`src/rtl/rtc_bus_master.sv`:
```
// Bus initiator for the RTC unit's bus2ip slave port: turns 1..4-word read/write
// requests into one-cycle rd_ce/wr_ce beats and returns a single response.
module rtc_bus_master #(
  parameter int unsigned RD_LAT = 1
) (
  input  logic         bus2ip_clk,
  input  logic         bus2ip_rst_n,
  input  logic         req_valid_i,
  output logic         req_ready_o,
  input  logic         req_wr_i,
  input  logic [31:0]  req_addr_i,
  input  logic [1:0]   req_len_i,
  input  logic [127:0] req_wdata_i,
  output logic         rsp_valid_o,
  input  logic         rsp_ready_i,
  output logic [127:0] rsp_rdata_o,
  output logic [31:0]  bus2ip_addr_o,
  output logic [31:0]  bus2ip_data_o,
  output logic         bus2ip_rd_ce_o,
  output logic         bus2ip_wr_ce_o,
  input  logic [31:0]  ip2bus_data_i,
  output logic         busy_o
);

  typedef enum logic [2:0] {
    IDLE,
    WR_BEAT,
    RD_ISSUE,
    RD_WAIT,
    RESP
  } state_t;

  localparam logic [2:0] LAT_LOAD = 3'(RD_LAT);

  state_t         state_q, state_n;
  logic [31:0]    base_q, base_n;
  logic [1:0]     len_q, len_n;
  logic [1:0]     beat_q, beat_n;
  logic [2:0]     lat_q, lat_n;
  logic [127:0]   wdata_q, wdata_n;
  logic [127:0]   rdata_q, rdata_n;

  logic           rd_ce_n, wr_ce_n, rsp_valid_n;
  logic [31:0]    addr_n, data_n;
  logic [127:0]   rsp_rdata_n;

  // NOTE: every signal written here gets a default first so no path leaves it
  // unassigned; a missing default would infer a latch.
  always_comb begin
    state_n = state_q;
    base_n  = base_q;
    len_n   = len_q;
    beat_n  = beat_q;
    lat_n   = lat_q;
    wdata_n = wdata_q;
    rdata_n = rdata_q;

    case (state_q)
      IDLE: begin
        if (req_valid_i) begin
          base_n  = req_addr_i & 32'hFFFF_FFFC;
          len_n   = req_len_i;
          wdata_n = req_wdata_i;
          rdata_n = '0;
          beat_n  = 2'd0;
          state_n = req_wr_i ? WR_BEAT : RD_ISSUE;
        end
      end
      WR_BEAT: begin
        if (beat_q == len_q) state_n = RESP;
        else                 beat_n  = beat_q + 2'd1;
      end
      RD_ISSUE: begin
        lat_n   = LAT_LOAD;
        state_n = RD_WAIT;
      end
      RD_WAIT: begin
        lat_n = lat_q - 3'd1;
        // Counter value 1 marks the cycle the slave's data is valid.
        if (lat_q == 3'd1) begin
          rdata_n[{beat_q, 5'b0} +: 32] = ip2bus_data_i;
          if (beat_q == len_q) begin
            state_n = RESP;
          end else begin
            beat_n  = beat_q + 2'd1;
            state_n = RD_ISSUE;
          end
        end
      end
      RESP: begin
        if (rsp_ready_i) state_n = IDLE;
      end
      default: state_n = IDLE;
    endcase

    // Outputs are precomputed from the next state so the registered strobes
    // line up with the cycle the state register enters that state.
    wr_ce_n     = (state_n == WR_BEAT);
    rd_ce_n     = (state_n == RD_ISSUE);
    addr_n      = (wr_ce_n || rd_ce_n) ? (base_n + {28'b0, beat_n, 2'b00}) : 32'h0;
    data_n      = wr_ce_n ? wdata_n[{beat_n, 5'b0} +: 32] : 32'h0;
    rsp_valid_n = (state_n == RESP);
    rsp_rdata_n = rsp_valid_n ? rdata_n : '0;
  end

  // NOTE: sequential state uses non-blocking assignments so all registers
  // update together from values sampled before the edge.
  always_ff @(posedge bus2ip_clk or negedge bus2ip_rst_n) begin
    if (!bus2ip_rst_n) begin
      state_q        <= IDLE;
      base_q         <= '0;
      len_q          <= '0;
      beat_q         <= '0;
      lat_q          <= '0;
      wdata_q        <= '0;
      rdata_q        <= '0;
      bus2ip_rd_ce_o <= 1'b0;
      bus2ip_wr_ce_o <= 1'b0;
      bus2ip_addr_o  <= '0;
      bus2ip_data_o  <= '0;
      rsp_valid_o    <= 1'b0;
      rsp_rdata_o    <= '0;
    end else begin
      state_q        <= state_n;
      base_q         <= base_n;
      len_q          <= len_n;
      beat_q         <= beat_n;
      lat_q          <= lat_n;
      wdata_q        <= wdata_n;
      rdata_q        <= rdata_n;
      bus2ip_rd_ce_o <= rd_ce_n;
      bus2ip_wr_ce_o <= wr_ce_n;
      bus2ip_addr_o  <= addr_n;
      bus2ip_data_o  <= data_n;
      rsp_valid_o    <= rsp_valid_n;
      rsp_rdata_o    <= rsp_rdata_n;
    end
  end

  assign req_ready_o = (state_q == IDLE);
  assign busy_o      = (state_q != IDLE);

endmodule

```
`config.mk`:
```
export PLATFORM = sky130hd
export DESIGN_NAME = rtc_bus_master
export DESIGN_NICKNAME = d
export VERILOG_FILES = /design/src/rtl/rtc_bus_master.sv
export SDC_FILE = /design/constraint.sdc
export NUM_CORES = 1
export LEC_CHECK = 0
export ABC_AREA = 1
export CAP_MARGIN = 20
export CORE_UTILIZATION = 30
export DETAILED_ROUTE_END_ITERATION = 8
export GPL_TIMING_DRIVEN = 1
export SYNTH_ARGS = -nofsm -noshare
export SYNTH_HDL_FRONTEND = slang
export SYNTH_SLANG_ARGS = --single-unit
```
`constraint.sdc`:
```
create_clock -name bus2ip_clk -period 7.41 [get_ports bus2ip_clk]
set_clock_uncertainty 0.1 [all_clocks]
set_input_delay 1.482 -clock bus2ip_clk [delete_from_list [all_inputs] [get_ports bus2ip_clk]]
set_output_delay 1.482 -clock bus2ip_clk [all_outputs]
set_load 0.1 [all_outputs]
```
==> results of run 1 <==
==> registers in the layout, indices dropped and copies added, names as in the netlist <==
| signal | cells |
|---|---|
| bus2ip_wr_ce_o | 1 |
| lat_q | 3 |
| rsp_valid_o | 1 |
| bus2ip_rd_ce_o | 1 |
| bus2ip_addr_o | 32 |
| wdata_q | 128 |
| bus2ip_data_o | 32 |
| len_q | 2 |
| base_q | 32 |
| rsp_rdata_o | 128 |
| state_q | 3 |
| beat_q | 2 |
| rdata_q | 128 |
==> through the flow <==
stage	worst slack [ns]	hold WS, ns	util	instance area (um^2)
global placement	2.50	0.365	0.370	26400
global route	2.43	0.405	0.395	28300
finish	2.78	0.379	0.395	28300
floorplan	3.32	0.350	-	21700
detailed placement	2.44	0.369	0.370	26400
CTS	2.73	0.384	0.395	28300
==> path summary, 6_finish.rpt <==
| check | from | end | slack, ns | cells after the start |
|---|---|---|---|---|
| max reg2reg | lat_q[1] | bus2ip_addr_o[28] | 2.87 | 21 |
| max | state_q[2] | busy_o | 2.78 | 4 |
| min reg2reg | rdata_q[98] | rdata_q[98] | 0.38 | 2 |
| min in group asynchronous | bus2ip_rst_n | bus2ip_data_o[0] | 0.83 | 1 |
| max in group asynchronous | bus2ip_rst_n | wdata_q[47] | 4.74 | 2 |
| min | rdata_q[98] | rdata_q[98] | 0.38 | 2 |
==> worst reg2reg max path: cells and delay by family, from the launching register on <==
kind | cells | cell delay, ns
simple gates | 12 | 1.76
fa+ha+maj | 3 | 0.81
compound gates | 1 | 0.38
buf+inv | 5 | 1.06
flops | 1 | 0.35
==> cells in the final DEF, fill, tap and decap left out, types with 26 or more instances in the layout <==
cell,netlist,final
nand3_1,151,150
o21ai_0,256,256
a21oi_1,117,117
nor2_1,161,158
o21a_1,29,29
or2_2,130,130
inv_1,298,298
nand2_1,594,592
dfrtp_1,493,492
a22oi_1,30,30
buf_4,6,26
clkbuf_16,0,56
nand2_2,35,37
clkdlybuf4s50_1,0,391
==> layer usage <==
metal / routed length (um) / vias to the layer above
met5: 47 / -
met4: 2480 / 8
met3: 4700 / 134
met2: 33200 / 459
met1: 29800 / 8606
li1: - / 8599
==> power by group through the flow <==
stage	Clock (uW)	Sequential, uW	Combinational [uW]
after global routing	2930	3570	5400
final	2760	3510	4910
after CTS	2830	3510	5000
after detailed placement	0	3560	4980
after floorplan	0	4210	2770
after global placement	0	3540	4930
==> logic make-up (layout without fill, tap and decap cells) <==
logic type | after synthesis | in the layout | synth area share
other | 0 | 4 | 0
xor gates and xnor gates | 5 | 5 | 0.00202
AOI/OAI and AO/OA | 445 | 445 | 0.111
DFF | 493 | 493 | 0.569
adders and majority gates | 10 | 10 | 0.00612
buffers and inverters | 446 | 828 | 0.0831
and+or+nand+nor | 1119 | 1119 | 0.229
==> final cells by class <==
| cell class | count | share of cell area |
|---|---|---|
| flip-flops and latches | 493 | 0.437 |
| multi-input cells | 1579 | 0.268 |
| repair buffers | 421 | 0.148 |
| clock buffers | 82 | 0.0562 |
| well taps | 950 | 0.0421 |
| inverters | 307 | 0.0409 |
| clock inverters | 18 | 0.00801 |
| diodes | 4 | 0.000354 |
==> flow_summary.ini, run 1 <==
[cts]
insertion_delay_ns = 0.62
cts_sinks = 493
post_cts_resize_count = 0
numCtsBuffers = 55
cts_tree = yes
cts_setup_buffers = 0
clk_pin_slew_ns = 0.06
cts_root_buf = clkbuf_16
htreeDepth = 2
clockBufferDepth = 3
cts_hold_buf = 0

[timing]
max_clock_freq_ghz = 0.216
setup_viol = 0
fin_crit_ns = 4.63
final.period_utilization = 0.624
worstMarginPinSlew_ns = 1.12
slew_headroom = 0.249
rsz0062_at_grt = no
slew_viol_final = 0
setup_tns_ns = 0
hold_viol_final = 0

[critical_path]
crit_path_max_fanout = 28
cp.required_ns = 5.83
slowest_stage = clkdlybuf4s50_1
cp.arrival_ns = 3.04
crit_family = buffers and inverters
cp-end-kind = output port
crit_path_cell_trace = inv_2 -> nand2_2 -> buf_4 -> clkdlybuf4s50_1
slowest_delay_ns = 1.22
path_buf_inv = 3
critPathKind = flop to output port
critPathLaunchType = flop

[die]
dieArea_um2 = 73400
io_pins = 396
initial_core_util = 0.303
rows = 98
coreArea_um2 = 71500
dieHeight_um = 271
fp.dieW_um = 271

[flow_run]
drv_cap = 0

[final_layout]
area_growth_pct = 30.4
multiInputGateArea_um2 = 7590
drive_gt1_frac = 0.110
regArea_um2 = 12300
fill_cells = 7226
fin_nets = 3066
fin_cells = 3854

[grt]
grt_use_total = 0.189
use_met1 = 0.242
grt_pass1_vias = 17600
grt-busiest-layer = met2
globalRouteOverflowTotal = 0
grt_pass1_wl_mm = 107
grt_max_degree = 162
grt_util_met2 = 0.306
grt_use_met3 = 0.0462
antenna_found_initial = 8

[power_and_ir_drop]
power.leakage_uw = 0.0134
p_sw_frac = 0.453
combinationalPowerShare = 0.439
seq_power_share = 0.314
peakVddDrop_mv = 0.271
internal_power_uw = 6110
power_uw = 11200
power.switching_uw = 5070
clock_power_share = 0.247
power_density_nw_per_um2 = 395

[synth]
syn_area_per_cell_um2 = 8.61
ys_top_cells_by_area = dfrtp_1, nand2_1, o21ai_0, inv_1, or2_2
async_reset_ff_frac = 1.00
synth_top_area_share = 0.569
synth_nets = 2727
yosysTopAreaCell = dfrtp_1
syn-cell-area_um2 = 21700
synth_common_cells = nand2_1, dfrtp_1, inv_1, o21ai_0, nor2_1
synth-seq-cells = 493
synth_enable_flop_cells = 0
synth-seq-area-share = 0.569
yosys_warnings = 0
synthCells = 2518
yosysMostFrequentCell = nand2_1
ys.flop_type = dfrtp_1
ys_types = 37

[route]
detail_route.first_pass.iterations = 5
routed_wl_mm = 70.2
drc = 0
routedWlPerCell_um = 18.2
postRouteAntennaNets = 0
first_iter_violations = 1388
via_count = 17800
vias_per_cell = 4.62

[placed_design]
portBuffers = 393
place_hpwl_mm = 45.8
post-place-cells = 3750
gp_congestion = 0.848

[hold_path]
hold_path.class = flop to flop

[outcome]
outcome = complete, no violations
Note: power is estimated with default switching activity, not from simulation.
==> run 2: changes to the inputs <==
==> constraint.sdc (replaced) <==
create_clock -name bus2ip_clk -period 3.9 [get_ports bus2ip_clk]
set_clock_uncertainty 0.1 [all_clocks]
set_input_delay 0.78 -clock bus2ip_clk [delete_from_list [all_inputs] [get_ports bus2ip_clk]]
set_output_delay 0.78 -clock bus2ip_clk [all_outputs]
set_load 0.1 [all_outputs]
==> run 2 against run 1 <==
Power rose by 93%. Critical path type is now flop to flop. Global-route usage up 0.14 points. Highest routed layer unchanged. Routed wire length up 0.23%. Register-to-register slack worse by 2.2 ns. Die area did not move. Worst hold slack worse by 0.25 ns. Non-clock buffer count grew 12. Clock power is 95% higher. Final cell count increased by 0.44%. Worst setup slack worse by 2.1 ns. Flip-flop and latch count did not move.
==> flow_summary.ini, run 2 (synthesized netlist as in run 1, its figures left out) <==
[outcome]
outcome = complete, no violations

[critical_path]
crit_cells = 17
critPathKind = flop to flop
reg2reg_depth = 17
slowest_delay_ns = 0.47
crit_path_cell_trace = inv_2 -> nand2_2 -> o21ai_2 -> nor2_4 -> nand3_2 -> nand2_2 -> inv_1 -> ha_1 -> inv_1 -> fa_1 -> inv_1 -> nand2_1 -> nor2_4 -> nand2_2 -> nor2_2 -> o21ai_0 -> a21oi_1
startpoint = state_q[2]
cp-end-kind = flop
cp.required_ns = 4.33
cp.arrival_ns = 3.65
crit_family = simple AND/OR/NAND/NOR gates
crit_path_max_fanout = 17
slowest_stage = fa_1
cp-endpoint = bus2ip_addr_o[12]
path_buf_inv = 4
r2r_end = bus2ip_addr_o[12]
ff2ff_setup_slack_ns = 0.68
reg2reg_from = state_q[2]
critPathLaunchType = flop

[route]
first_iter_violations = 1222
postRouteAntennaNets = 0
routedWlPerCell_um = 18.2
drc = 0
vias_per_cell = 4.61
via_count = 17800
detail_route.first_pass.iterations = 6
routed_wl_mm = 70.4

[timing]
fin_crit_ns = 3.22
slew_headroom = 0.249
max_clock_freq_ghz = 0.311
rsz0062_at_grt = no
setup_viol = 0
final.period_utilization = 0.825
timing.final.ws_setup_ns = 0.681
worstMarginPinSlew_ns = 1.12
setup_tns_ns = 0
fin_hold_ws_ns = 0.124
slew_viol_final = 0
hold_viol_final = 0

[cts]
post_cts_resize_count = 0
insertion_delay_ns = 0.65
htreeDepth = 2
clk_pin_slew_ns = 0.06
cts_hold_buf = 0
cts_root_buf = clkbuf_16
clockBufferDepth = 3
cts_setup_buffers = 0
numCtsBuffers = 56
cts_sinks = 493
cts_tree = yes

[die]
dieArea_um2 = 73400
rows = 98
initial_core_util = 0.303
coreArea_um2 = 71500
io_pins = 396
dieHeight_um = 271
fp.dieW_um = 271

[final_layout]
fin_nets = 3079
top_regs = rdata_q x128, rsp_rdata_o x128, wdata_q x128
final_cell_mix = nand2_1, dfrtp_1, clkdlybuf4s50_1, inv_1, o21ai_0
area_growth_pct = 31.8
fill_cells = 7171
layout_commonest_cell = nand2_1
fin_util = 0.400
drive_gt1_frac = 0.119

[placed_design]
gp_congestion = 0.852
dp_slack_ns = 0.509
portBuffers = 393
place_hpwl_mm = 46.9

[hold_path]
hold_path.class = primary input to asynchronous set/reset pin

[power_and_ir_drop]
p_sw_frac = 0.449
power_uw = 21500
internal_power_uw = 11900
power.switching_uw = 9660
seq_power_share = 0.306
clock_power_share = 0.250
combinationalPowerShare = 0.444
power.leakage_uw = 0.0136
peakVddDrop_mv = 0.609
power_density_nw_per_um2 = 753

[grt]
grt_max_degree = 147
antenna_found_initial = 10
grt_pass1_wl_mm = 108
grt_pass1_vias = 17500
globalRouteOverflowTotal = 0
grt_use_total = 0.190

[flow_run]
drv_cap = 0
==> run 2: per-layer routing <==
metal / track usage / routed length [um] / share of wire / up-vias
met3: 0.0447 / 4840 / 0.069 / 138
met2: 0.309 / 33100 / 0.47 / 500
li1: - / - / - / 8609
met1: 0.246 / 29700 / 0.42 / 8571
met5: 0 / 46 / 0.00065 / -
met4: 0.0702 / 2660 / 0.038 / 8
==> run 2: cell type report <==
cell class,count,area [um^2],share of cell area
Sequential cell,493,12300,0.432
Multi-Input combinational cell,1579,7590,0.266
Timing Repair Buffer,433,4380,0.153
Clock buffer,86,1660,0.0582
Tap cell,950,1190,0.0416
Inverter,307,1150,0.0404
Clock inverter,18,251,0.00880
Antenna cell,5,12.5,0.000438
==> run 2: power groups by stage <==
stage | logic (uW) | clock network, uW | registers (uW)
6_report | 9550 | 5380 | 6600
5_1_grt | 10500 | 5720 | 6700
4_1_cts | 9670 | 5520 | 6600
3_5_place_dp | 9630 | 0 | 6680
3_3_place_gp | 9550 | 0 | 6660
2_1_floorplan | 5260 | 0 | 8010
==> run 2: per-stage QoR <==
step / cells / instance area [um^2]
after floorplan: 2518 / 21700
after global placement: 3761 / 26600
after detailed placement: 3761 / 26600
after CTS: 3865 / 28500
after global routing: 3869 / 28600
final: 3871 / 28600
==> run 2: worst min-delay path by stage <==
stage / start / endpoint / slack, ns / cells after the start
floorplan: base_q[2] / base_q[2] / 0.35 / 2
global placement: wdata_q[95] / wdata_q[95] / 0.37 / 2
detailed placement: rdata_q[106] / rdata_q[106] / 0.37 / 2
CTS: bus2ip_rst_n / bus2ip_data_o[15] / 0.13 / 1
global route: bus2ip_rst_n / bus2ip_data_o[15] / 0.17 / 1
finish: bus2ip_rst_n / bus2ip_data_o[15] / 0.12 / 1
==> run 3: changes to the inputs <==
==> constraint.sdc (replaced) <==
create_clock -name bus2ip_clk -period 3.01 [get_ports bus2ip_clk]
set_clock_uncertainty 0.1 [all_clocks]
set_input_delay 0.602 -clock bus2ip_clk [delete_from_list [all_inputs] [get_ports bus2ip_clk]]
set_output_delay 0.602 -clock bus2ip_clk [all_outputs]
set_load 0.1 [all_outputs]
==> run 3 against run 2 <==
Design area is 0.69% lower. Via count rose by 1.3%. Core utilization down 0.27 points. Die area did not move. Routed wire length rose by 3.4%. Highest routed layer unchanged. Largest power group unchanged. Flip-flop and latch count unchanged.
==> flow_summary.ini, run 3 (synthesized netlist as in run 1, its figures left out) <==
[outcome]
outcome = complete, no violations

[grt]
grt_use_total = 0.195
grt_pass1_vias = 17200
grt_pass1_wl_mm = 110
globalRouteOverflowTotal = 0
grt_max_degree = 147
antenna_found_initial = 8

[timing]
setup_viol = 0
fin_crit_ns = 2.78
max_clock_freq_ghz = 0.360
hold_viol_final = 0
slew_headroom = 0.400
worstMarginPinSlew_ns = 0.897
timing.final.ws_setup_ns = 0.230
final.period_utilization = 0.923
slew_viol_final = 0
rsz0062_at_grt = yes

[die]
rows = 98
dieArea_um2 = 73400
coreArea_um2 = 71500
dieHeight_um = 271
fp.dieW_um = 271
initial_core_util = 0.303
io_pins = 396

[placed_design]
place_hpwl_mm = 49.1
dp_slack_ns = 0.0234
gp_congestion = 0.852
portBuffers = 393

[route]
first_iter_violations = 1659
postRouteAntennaNets = 0
routedWlPerCell_um = 18.6
via_count = 18000
drc = 0
vias_per_cell = 4.63
detail_route.first_pass.iterations = 6
routed_wl_mm = 72.7

[cts]
numCtsBuffers = 56
insertion_delay_ns = 0.65
clk_pin_slew_ns = 0.06
cts_tree = yes
cts_root_buf = clkbuf_16
cts_sinks = 493
clockBufferDepth = 3
htreeDepth = 2

[final_layout]
final_cell_mix = nand2_1, dfrtp_1, inv_1, buf_4, o21ai_0
area_growth_pct = 30.9
fin_nets = 3117
top_regs = rdata_q x128, rsp_rdata_o x128, wdata_q x128
layout_commonest_cell = nand2_1
drive_gt1_frac = 0.194

[flow_run]
drv_cap = 0

[critical_path]
r2r_end = bus2ip_addr_o[16]
cp.required_ns = 3.42
reg2reg_depth = 18
cp-endpoint = bus2ip_addr_o[16]
critPathKind = flop to flop
critPathLaunchType = flop
cp-end-kind = flop
ff2ff_setup_slack_ns = 0.23
cp.arrival_ns = 3.19
startpoint = beat_q[0]
reg2reg_from = beat_q[0]
crit_path_max_fanout = 5

[power_and_ir_drop]
internal_power_uw = 15500
power.leakage_uw = 0.0141
clock_power_share = 0.242
power_uw = 28300
p_sw_frac = 0.451
combinationalPowerShare = 0.455
seq_power_share = 0.303
peakVddDrop_mv = 1.25
power_density_nw_per_um2 = 996
power.switching_uw = 12800

[hold_path]
min_from = req_valid_i
hold_path.class = primary input to flop
## run 3: changes by cell type in the layout (fill, tap and decap cells not counted), sizes merged
cell           change
clkbuf             -3
dlygate4sd3        +1
inv                -2
clkinvlp           +1
buf              +224
clkdlybuf4s50    -187
clkinv             -3
## run 3: cell type report
cell class | instances | area [um^2]
Inverter | 307 | 1160
Sequential cell | 493 | 12300
Tap cell | 950 | 1190
Antenna cell | 5 | 12.5
Clock inverter | 14 | 230
Fill cell | 7177 | 43100
Multi-Input combinational cell | 1579 | 7620
Clock buffer | 83 | 1610
Timing Repair Buffer | 471 | 4220
## run 3: layer usage
layer  track usage  vias up  wire (um)  part of all wire
met4        0.0621        4       2030             0.028
met1         0.272     8737      32700              0.45
li1              -     8690          -                 -
met2         0.301      523      33600              0.46
met3        0.0387       95       4340             0.060
met5             0        -         24           0.00033
## run 3: power by group through the flow
stage	combinational (uW)	clock, uW	sequential [uW]
detailed placement	12900	0	8640
finish	12900	6850	8550
global route	14000	7290	8680
CTS	12900	7010	8550
floorplan	6870	0	10400
global placement	12800	0	8630
## run 3: repair_timing
action	4_1_cts	5_1_grt
hold endpoints to repair	47	0
setup endpoints to repair	0	14
resized for setup	0	5
hold buffers	1	0
setup buffers	0	2
## run 3: worst min path at each step
stage	to	slack (ns)	cells after the start
floorplan	base_q[0]	0.21	0
global placement	rdata_q[104]	0.36	2
detailed placement	rdata_q[124]	0.37	2
CTS	base_q[2]	0.31	4
global route	base_q[2]	0.36	4
finish	base_q[2]	0.35	4
## run 3: metrics by stage
stage | util | hold WS [ns] | TNS [ns] | std cells | instance area (um^2)
after floorplan | - | 0.206 | 0 | 2518 | 21700
after global placement | 0.371 | 0.364 | 0 | 3797 | 26500
after detailed placement | 0.371 | 0.366 | 0 | 3797 | 26500
after CTS | 0.396 | 0.313 | 0 | 3895 | 28300
after global routing | 0.397 | 0.364 | -0.0281 | 3902 | 28400
final | 0.397 | 0.352 | 0 | 3902 | 28400
## run 3: worst max-delay path: stages (launching register included)
cell and delay (ns):
dfrtp_2 0.45, xnor2_1 0.15, nand2_1 0.13, inv_1 0.10, nand2_1 0.11, nand3_2 0.11, nand2_2 0.06, inv_1 0.08
ha_2 0.19, inv_1 0.05, fa_2 0.37, inv_2 0.09, nand2_2 0.07, nor2_4 0.15, nand2_4 0.09, inv_4 0.08
nand3_1 0.08, o21ai_1 0.14, nor2_1 0.05
